### config.mk
export PLATFORM = sky130hd
export DESIGN_NAME = mm_read_arbiter
export DESIGN_NICKNAME = d
export VERILOG_FILES = /design/src/rtl/mm_read_arbiter.sv
export SDC_FILE = /design/constraint.sdc
export NUM_CORES = 1
export LEC_CHECK = 0
export ABC_AREA = 1
export CAP_MARGIN = 40
export CORE_AREA = 2 2 94 96
export CTS_CLUSTER_SIZE = 20
export DETAILED_ROUTE_END_ITERATION = 16
export DIE_AREA = 0 0 96 98
export GPL_ROUTABILITY_DRIVEN = 0
export PLACE_DENSITY = 0.77
export SLEW_MARGIN = 20
export SYNTH_ARGS = -nofsm -noshare
export SYNTH_HDL_FRONTEND = slang
export SYNTH_SLANG_ARGS = --single-unit
### constraint.sdc
create_clock -name clk -period 3.6 [get_ports clk]
set_input_delay 0.72 -clock clk [delete_from_list [all_inputs] [get_ports clk]]
set_output_delay 0.72 -clock clk [all_outputs]
set_load 0.01 [all_outputs]
### src/rtl/mm_read_arbiter.sv
// rtl/mm_read_arbiter.sv - round-robin arbiter sharing one Avalon-MM read port between NUM_REQ masters
module mm_read_arbiter #(
  parameter int NUM_REQ = 2,
  parameter int ADDR_W  = 32,
  parameter int DATA_W  = 64,
  parameter int MAX_OUT = 4
) (
  input  logic                          clk,
  input  logic                          rst_n,
  input  logic [NUM_REQ*ADDR_W-1:0]     m_address,
  input  logic [NUM_REQ-1:0]            m_read,
  output logic [NUM_REQ-1:0]            m_waitrequest,
  output logic [DATA_W-1:0]             m_readdata,
  output logic [NUM_REQ-1:0]            m_readdatavalid,
  output logic [ADDR_W-1:0]             s_address,
  output logic                          s_read,
  input  logic                          s_waitrequest,
  input  logic [DATA_W-1:0]             s_readdata,
  input  logic                          s_readdatavalid,
  output logic [$clog2(MAX_OUT):0]      outstanding,
  output logic                          err_orphan
);

  localparam int GW = (NUM_REQ > 1) ? $clog2(NUM_REQ) : 1;
  localparam int PW = (MAX_OUT > 1) ? $clog2(MAX_OUT) : 1;
  localparam int CW = $clog2(MAX_OUT) + 1;
  localparam logic [GW-1:0] LAST_REQ  = GW'(NUM_REQ - 1);
  localparam logic [PW-1:0] LAST_SLOT = PW'(MAX_OUT - 1);
  localparam logic [CW-1:0] FULL_CNT  = CW'(MAX_OUT);

  typedef enum logic {
    IDLE  = 1'b0,
    GRANT = 1'b1
  } state_t;

  state_t          state;
  logic [GW-1:0]   grant;
  logic [GW-1:0]   rr_ptr;
  logic [GW-1:0]   pick;
  logic [ADDR_W-1:0] sel_addr;
  logic            accept;

  // ID FIFO: one tag per accepted read, popped in order by returning beats
  logic [GW-1:0]   fifo_mem [MAX_OUT];
  logic [PW-1:0]   wr_ptr;
  logic [PW-1:0]   rd_ptr;
  logic [CW-1:0]   count;
  logic            fifo_empty;
  logic            fifo_full;
  logic            pop;
  logic [GW-1:0]   fifo_head;

  function automatic logic [PW-1:0] ptr_inc(input logic [PW-1:0] p);
    return (p == LAST_SLOT) ? '0 : p + 1'b1;
  endfunction

  assign fifo_empty = (count == '0);
  // A return in this cycle frees a slot, so a full FIFO still accepts a push alongside the pop
  assign fifo_full  = (count == FULL_CNT) & ~s_readdatavalid;
  assign pop        = s_readdatavalid & ~fifo_empty;
  assign fifo_head  = fifo_mem[rd_ptr];
  assign outstanding = count;

  // Circular search for the first requester at or after rr_ptr
  always_comb begin
    logic [GW-1:0] idx;
    pick = rr_ptr;
    idx  = '0;
    for (int i = NUM_REQ - 1; i >= 0; i--) begin
      idx = GW'((int'(rr_ptr) + i) % NUM_REQ);
      if (m_read[idx]) pick = idx;
    end
  end

  // Address mux for the granted master; unregistered, master holds it under waitrequest
  always_comb begin
    sel_addr = '0;
    for (int k = 0; k < NUM_REQ; k++) begin
      if (grant == GW'(k)) sel_addr = m_address[k*ADDR_W +: ADDR_W];
    end
  end

  // Slave-side request and per-master waitrequest, only the granted master can proceed
  always_comb begin
    s_read        = 1'b0;
    s_address     = '0;
    m_waitrequest = '1;
    if (state == GRANT) begin
      s_read               = m_read[grant] & ~fifo_full;
      s_address            = sel_addr;
      m_waitrequest[grant] = s_waitrequest | fifo_full;
    end
  end

  assign accept = s_read & ~s_waitrequest;

  // Steer returning beats to the master whose tag is at the FIFO head
  always_comb begin
    m_readdatavalid = '0;
    if (pop) m_readdatavalid[fifo_head] = 1'b1;
  end

  assign m_readdata = s_readdata;

  // Arbitration FSM: latch a grant in IDLE, hold it through stalls in GRANT
  always_ff @(posedge clk or negedge rst_n) begin
    if (!rst_n) begin
      state  <= IDLE;
      grant  <= '0;
      rr_ptr <= '0;
    end else begin
      case (state)
        IDLE: begin
          if (|m_read) begin
            grant <= pick;
            state <= GRANT;
          end
        end
        GRANT: begin
          if (accept) begin
            rr_ptr <= (grant == LAST_REQ) ? '0 : grant + 1'b1;
            state  <= IDLE;
          end else if (!m_read[grant]) begin
            state <= IDLE;
          end
        end
        default: state <= IDLE;
      endcase
    end
  end

  // FIFO pointers and occupancy
  always_ff @(posedge clk or negedge rst_n) begin
    if (!rst_n) begin
      wr_ptr <= '0;
      rd_ptr <= '0;
      count  <= '0;
    end else begin
      if (accept) wr_ptr <= ptr_inc(wr_ptr);
      if (pop)    rd_ptr <= ptr_inc(rd_ptr);
      case ({accept, pop})
        2'b10:   count <= count + 1'b1;
        2'b01:   count <= count - 1'b1;
        default: count <= count;
      endcase
    end
  end

  // FIFO tag storage
  always_ff @(posedge clk) begin
    if (accept) fifo_mem[wr_ptr] <= grant;
  end

  // Sticky flag for a return beat with no tagged read behind it
  always_ff @(posedge clk or negedge rst_n) begin
    if (!rst_n) begin
      err_orphan <= 1'b0;
    end else if (s_readdatavalid && fifo_empty) begin
      err_orphan <= 1'b1;
    end
  end

endmodule

==> results.txt, run 1 <==
status - completed
CTS tree - built
DRT Wirelength - 4500 um
Initial DRC Count - 24
total CTS buffers - 3
GRT Overall Usage - 9.07%
Die Area - 9410 um2
crit path time final - 2.85 ns
clk root buf - clkbuf_8
Max FO, Critical Path - 33
CTS clock-pin slew for the worst setup and hold paths - 0.06 ns
FMAX - 351 MHz
Reg-to-Reg Start - grant$_DFFE_PN0P_
worst setup path category - flop to primary output
share of cells above drive strength 1 - 4.86%
post-route ant nets - 0
leading cell type in the layout, fill and taps excluded - clkdlybuf4s50_1
post-synthesis cell count - 203
worst reg-to-reg path cell count - 10
clk_skew - 0.00180 ns
area grow syn2layout - 44.0%
R2R setup slack - 1.60 ns
total setup buffers inserted after CTS - 0
starting density of the core - 19.8%
fill count - 904
Hold Vio Cnt, Final - 0
Worst setup EP type - primary output
vias per cell - 4.13
DRC viols - 0
CTS max path bufs - 2
final setup vio count - 0
Worst Hold Class - flop to flop
Syn Std Cell Area - 1680 um2
NumNets Final - 389
antenna cells - 0
H-tree Lvls - 1
Synth cell types - 25
Worst Path Required - 2.88 ns
commonest non-fill, non-tap cells in the layout - clkdlybuf4s50_1, a22o_1, nand2_1
relative slew slack - 62.8%
Max-cap violations - 0
Seq/Total Area, Yosys - 23.6%
I/O Pins - 239
post-DP HPWL - 3800 um
crit path DAT - 2.13 ns
crit path launch type - flop
grt peak-use layer - met2
GR Util met3 - 3.86%
met1 Use GR - 10.1%
Leak Pwr - 1.03 nW
initial antenna violation count - 0
routed len/inst - 12.7 um
CTS Hold Bufs - 0
Max VDD drop - 0.000175 V
TritonCTS sink count - 15
post-synth net total - 344
storage element area - 395 um2
Ys Warns - 0
hold_sp - err_orphan$_DFFE_PN0P_
# resized after CTS - 0
Port Buf Inserts - 110
row cnt - 34
TritonRoute pass-1 iters - 4
fin cells - 355
met2 usage - 15.2%
Hold Crit Endpoint - err_orphan$_DFFE_PN0P_
setup TNS - 0 ns
vias in the first global route - 1,445
Power Dens Cells - 666 nW/um2
core area - 8470 um2
worst flop-to-flop path endpoint - outstanding[2]$_DFFE_PN0P_
synthesis-stage register bit count - 15
die width - 96 um
RSZ-0062 raised after global routing - false
Vias - 1,467
Clk Latency, worst-skew pair - 0.25 ns
Multi-input gate area - 651 um2
Hold Crit Depth - 1
final worst-path cycle share - 79.2%
largest net degree at the start of global routing - 34
hold slack - 0.477 ns
first-pass GRT wire length - 6890 um
global route overflow - 0
Worst-Margin Slew - 0.557 ns
Die Height - 98 um
Placed Instances - 351
Mean Syn Cell Area - 8.26 um2
Final Max Tran Viols - 0
-- critical path, cell delays in order (launching register included) --
cell and delay (ns):
dfrtp_1 0.45, inv_1 0.16, nand2_1 0.08, inv_2 0.42, a22o_1 0.22, clkdlybuf4s50_1 0.55
-- metal layers --
layer	vias to the layer above	routed length, um
met5	-	0
met4	0	159
met3	26	411
met2	78	2250
met1	662	1680
li1	701	-
-- where the power goes --
group | internal (W) | switching [W]
clock network | 0.0000766 | 0.0000602
logic | 0.000627 | 0.000531
registers | 0.000245 | 0.0000675
-- state kept, by name, summed over array words and instances, names as in the netlist --
name / flops
outstanding: 3
rr_ptr: 1
wr_ptr: 2
rd_ptr: 2
err_orphan: 1
state: 1
grant: 1
fifo_mem: 4
-- per-stage QoR --
| stage | setup slack [ns] | util [%] | power [W] | area, um2 |
|---|---|---|---|---|
| finish | 0.749 | 28.5 | 0.00161 | 2410 |
| global route | 0.552 | 28.5 | 0.00175 | 2410 |
| CTS | 0.689 | 28.5 | 0.00163 | 2410 |
| detailed placement | 0.741 | 28.0 | 0.00149 | 2370 |
| global placement | 0.749 | 28.0 | 0.00146 | 2370 |
| floorplan | 1.52 | - | 0.00103 | 1680 |
-- synthesized netlist by cell type, drive strengths merged --
cell    instances  area, um2
dfrtp          11        275
buf            70        544
nand2          27        106
a22o           32        280
fa              1       20.0
nand4           3       18.8
ha              6       75.1
a31o            1       8.76
xor2            1       8.76
o211ai          1       7.51
inv            23       86.3
xnor2           1       8.76
o22ai           1       6.26
edfxtp          4        120
nor2           10       40.0
o21ai           4       20.0
a21oi           1       5.00
nand3b          1       7.51
nand3           5       37.5
-- kinds of logic (layout without fill, tap and decap cells) --
| kind of cell | after synthesis | after routing | synth area share [%] |
|---|---|---|---|
| buffers and inverters | 93 | 137 | 37.6 |
| xor gates and xnor gates | 2 | 2 | 1.04 |
| DFF | 15 | 15 | 23.6 |
| adders and majority gates | 7 | 7 | 5.67 |
| AOI/OAI and AO/OA | 40 | 40 | 19.6 |
| and+or+nand+nor | 46 | 46 | 12.5 |
-- worst max-delay path by stage --
stage | startpoint | endpoint | slack, ns | cells after the start
after CTS | grant$_DFFE_PN0P_ | s_address[22] | 0.69 | 5
after floorplan | s_readdatavalid | outstanding[2]$_DFFE_PN0P_ | 1.52 | 9
final | grant$_DFFE_PN0P_ | s_address[14] | 0.75 | 5
after global routing | grant$_DFFE_PN0P_ | s_address[14] | 0.55 | 5
after detailed placement | m_read[1] | s_read | 0.74 | 6
after global placement | s_readdatavalid | s_read | 0.75 | 6
-- cell type report --
class | count | share of cell area (%)
timing repair buffer | 110 | 45.6
inverter | 23 | 3.58
clock buffer | 3 | 1.71
sequential | 15 | 16.4
multi-input combinational | 95 | 26.9
clock inverter | 1 | 0.207
tap | 108 | 5.60
No activity file was read; power rests on OpenSTA's default activity.
==> inputs of run 2 (changes only) <==
--- a/config.mk
+++ b/config.mk
@@ -7,12 +7,12 @@
 export LEC_CHECK = 0
 export ABC_AREA = 1
 export CAP_MARGIN = 40
-export CORE_AREA = 2 2 94 96
+export CORE_AREA = 2 2 92 94
 export CTS_CLUSTER_SIZE = 20
 export DETAILED_ROUTE_END_ITERATION = 16
-export DIE_AREA = 0 0 96 98
+export DIE_AREA = 0 0 94 96
 export GPL_ROUTABILITY_DRIVEN = 0
-export PLACE_DENSITY = 0.77
+export PLACE_DENSITY = 0.79
 export SLEW_MARGIN = 20
 export SYNTH_ARGS = -nofsm -noshare
 export SYNTH_HDL_FRONTEND = slang
==> constraint.sdc (replaced) <==
create_clock -name clk -period 2.7 [get_ports clk]
set_input_delay 0.54 -clock clk [delete_from_list [all_inputs] [get_ports clk]]
set_output_delay 0.54 -clock clk [all_outputs]
set_load 0.01 [all_outputs]
==> run 2 against run 1 <==
Effect of this change:
- clock power increased by 33%
- die area decreased by 4.1%
- hold slack got worse by 0.0091 ns
- wire length increased by 12%
- combinational power increased by 38%
- sequential share of layout area decreased by 0.10 points
- register-to-register slack got worse by 0.93 ns
- non-clock buffer count increased by 1
- critical path type unchanged
- largest cell class unchanged
==> results.txt, run 2 (same netlist as run 1, synthesis figures left out) <==
Max-cap violations - 0 (unchanged)
Die Height - 96 um (-2.0%)
crit path time final - 2.56 ns
Vias - 1,467 (unchanged)
relative slew slack - 64.3% (+1.4 points)
RSZ-0062 raised after global routing - false
P_sw - 0.000896 W (+36%)
post-DP HPWL - 4370 um (+15%)
GRT Overall Usage - 9.99% (+0.92 points)
DRC viols - 0 (unchanged)
die width - 94 um (-2.1%)
Worst Path Required - 2.16 ns (-0.72 ns)
Reg power frac - 18.8% (-0.7 points)
CP top delay family - buffers and inverters
fill count - 843 (-6.7%)
CTS clock-pin slew for the worst setup and hold paths - 0.06 ns (about the same)
ordered list of cells on the worst path - nand2_1 -> inv_2 -> a22o_1 -> clkdlybuf4s50_1
Setup WS post-layout - 0.136 ns (-0.613 ns)
total CTS buffers - 3 (unchanged)
NumNets Final - 390 (+0.26%)
Max VDD drop - 0.000267 V (+53%)
commonest non-fill, non-tap cells in the layout - clkdlybuf4s50_1, a22o_1, nand2_1
FMAX - 390 MHz
initial antenna violation count - 0 (unchanged)
I/O Pins - 239 (unchanged)
Initial DRC Count - 33 (+38%)
starting density of the core - 20.8% (+1.0 points)
Placed Instances - 349 (-0.57%)
first-pass GRT wire length - 6980 um (+1.4%)
crit path launch type - flop
worst setup path category - flop to primary output
WP buf/inv - 2 (-1)
Crit path largest cell delay - 0.57 ns (+0.02 ns)
CTS tree - built
Leak Pwr - 1.03 nW (+0.62%)
storage element area - 395 um2 (unchanged)
# resized after CTS - 0 (unchanged)
TritonRoute pass-1 iters - 4 (unchanged)
total setup buffers inserted after CTS - 0 (unchanged)
Max FO, Critical Path - 33 (unchanged)
CTS max path bufs - 2 (unchanged)
leading cell type in the layout, fill and taps excluded - clkdlybuf4s50_1
Hold Vio Cnt, Final - 0 (unchanged)
Final Max Tran Viols - 0 (unchanged)
Port Buf Inserts - 110 (unchanged)
Comb power frac - 72.9% (+0.9 points)
H-tree Lvls - 1 (unchanged)
routed len/inst - 14.3 um (+13%)
setup TNS - 0 ns (unchanged)
antenna cells - 0 (unchanged)
max reg flops - 4 (unchanged)
clk root buf - clkbuf_8
vias in the first global route - 1,414 (-2.1%)
Clk Latency, worst-skew pair - 0.25 ns (about the same)
Biggest register - fifo_mem
Clk pwr share - 8.3% (-0.2 points)
Worst-Margin Slew - 0.535 ns (-0.0217 ns)
status - completed
largest net degree at the start of global routing - 34 (unchanged)
vias per cell - 4.16 (+0.57%)
final worst-path cycle share - 95.0%
Worst setup EP type - primary output
Worst Hold Class - flop to flop
share of cells above drive strength 1 - 4.84% (-0.020 points)
final setup vio count - 0 (unchanged)
crit path DAT - 2.02 ns (-0.11 ns)
CTS Hold Bufs - 0 (unchanged)
core area - 8050 um2 (-4.9%)
row cnt - 33 (-2.9%)
pre-CTS WS - 0.151 ns (-0.590 ns)
TritonCTS sink count - 15 (unchanged)
post-route ant nets - 0 (unchanged)
area grow syn2layout - 44.9%
Power Dens Cells - 906 nW/um2 (+36%)
DRT Wirelength - 5050 um (+12%)
global route overflow - 0 (unchanged)
crit path max-delay cell type - clkdlybuf4s50_1
switching share of power - 40.7% (-0.24 points)
hold slack - 0.468 ns (-0.00908 ns)
Multi-input gate area - 651 um2 (unchanged)
clk_skew - 0.000995 ns (-0.000807 ns)
fin cells - 353 (-0.56%)
internal power - 0.00130 W (+37%)
Die Area - 9020 um2 (-4.1%)
==> run 2: cell types whose count changed in the layout (fill, tap and decap cells not counted) <==
cell and delta:
clkbuf_1 +1, buf_12 +1, clkinv_2 -1
==> run 2: routing by layer <==
layer  global-route usage [%]  up-vias  part of all wire [%]
met4                     3.62        0                   1.2
met1                     10.2      657                    34
li1                         -      702                     -
met5                        0        -                     0
met2                     19.5      102                    57
met3                     2.58        6                   8.5
==> run 2: power by group through the flow <==
stage               clock network [W]  logic (W)  registers (W)
floorplan                           0   0.000960       0.000413
global placement                    0    0.00158       0.000413
detailed placement                  0    0.00162       0.000417
CTS                          0.000186    0.00163       0.000414
global route                 0.000197    0.00174       0.000427
finish                       0.000182    0.00160       0.000414
==> run 2: per-stage QoR <==
stage / utilization, % / total power, W / cell area (um2)
2_1_floorplan: - / 0.00137 / 1680
3_3_place_gp: 29.6 / 0.00200 / 2380
3_5_place_dp: 29.6 / 0.00203 / 2380
4_1_cts: 30.2 / 0.00223 / 2430
5_1_grt: 30.2 / 0.00237 / 2430
6_report: 30.2 / 0.00220 / 2430
==> run 2: worst paths after layout <==
kind	startpoint	to	slack [ns]	cells past startpoint
setup reg to reg	outstanding[1]$_DFFE_PN0P_	outstanding[2]$_DFFE_PN0P_	0.67	10
hold / removal	err_orphan$_DFFE_PN0P_	err_orphan$_DFFE_PN0P_	0.47	1
setup / recovery	grant$_DFFE_PN0P_	s_address[25]	0.14	4
min in group asynchronous	rst_n	wr_ptr[0]$_DFFE_PN0P_	0.62	1
max in group asynchronous	rst_n	state$_DFF_PN0_	1.74	1
hold reg to reg	err_orphan$_DFFE_PN0P_	err_orphan$_DFFE_PN0P_	0.47	1
==> run 2: final cells by class <==
| class | instances | area share [%] |
|---|---|---|
| clock buffers | 4 | 1.85 |
| inverters | 23 | 3.55 |
| multi-input cells | 95 | 26.8 |
| flip-flops and latches | 15 | 16.3 |
| well taps | 105 | 5.41 |
| repair buffers | 111 | 46.1 |
==> inputs of run 3 (changes only) <==
--- a/config.mk
+++ b/config.mk
@@ -11,7 +11,7 @@
 export CTS_CLUSTER_SIZE = 20
 export DETAILED_ROUTE_END_ITERATION = 16
 export DIE_AREA = 0 0 94 96
-export GPL_ROUTABILITY_DRIVEN = 0
+export GPL_ROUTABILITY_DRIVEN = 1
 export PLACE_DENSITY = 0.79
 export SLEW_MARGIN = 20
 export SYNTH_ARGS = -nofsm -noshare
==> results of run 3 <==
No change in the layout: final DEF, timing and power equal those of run 2.
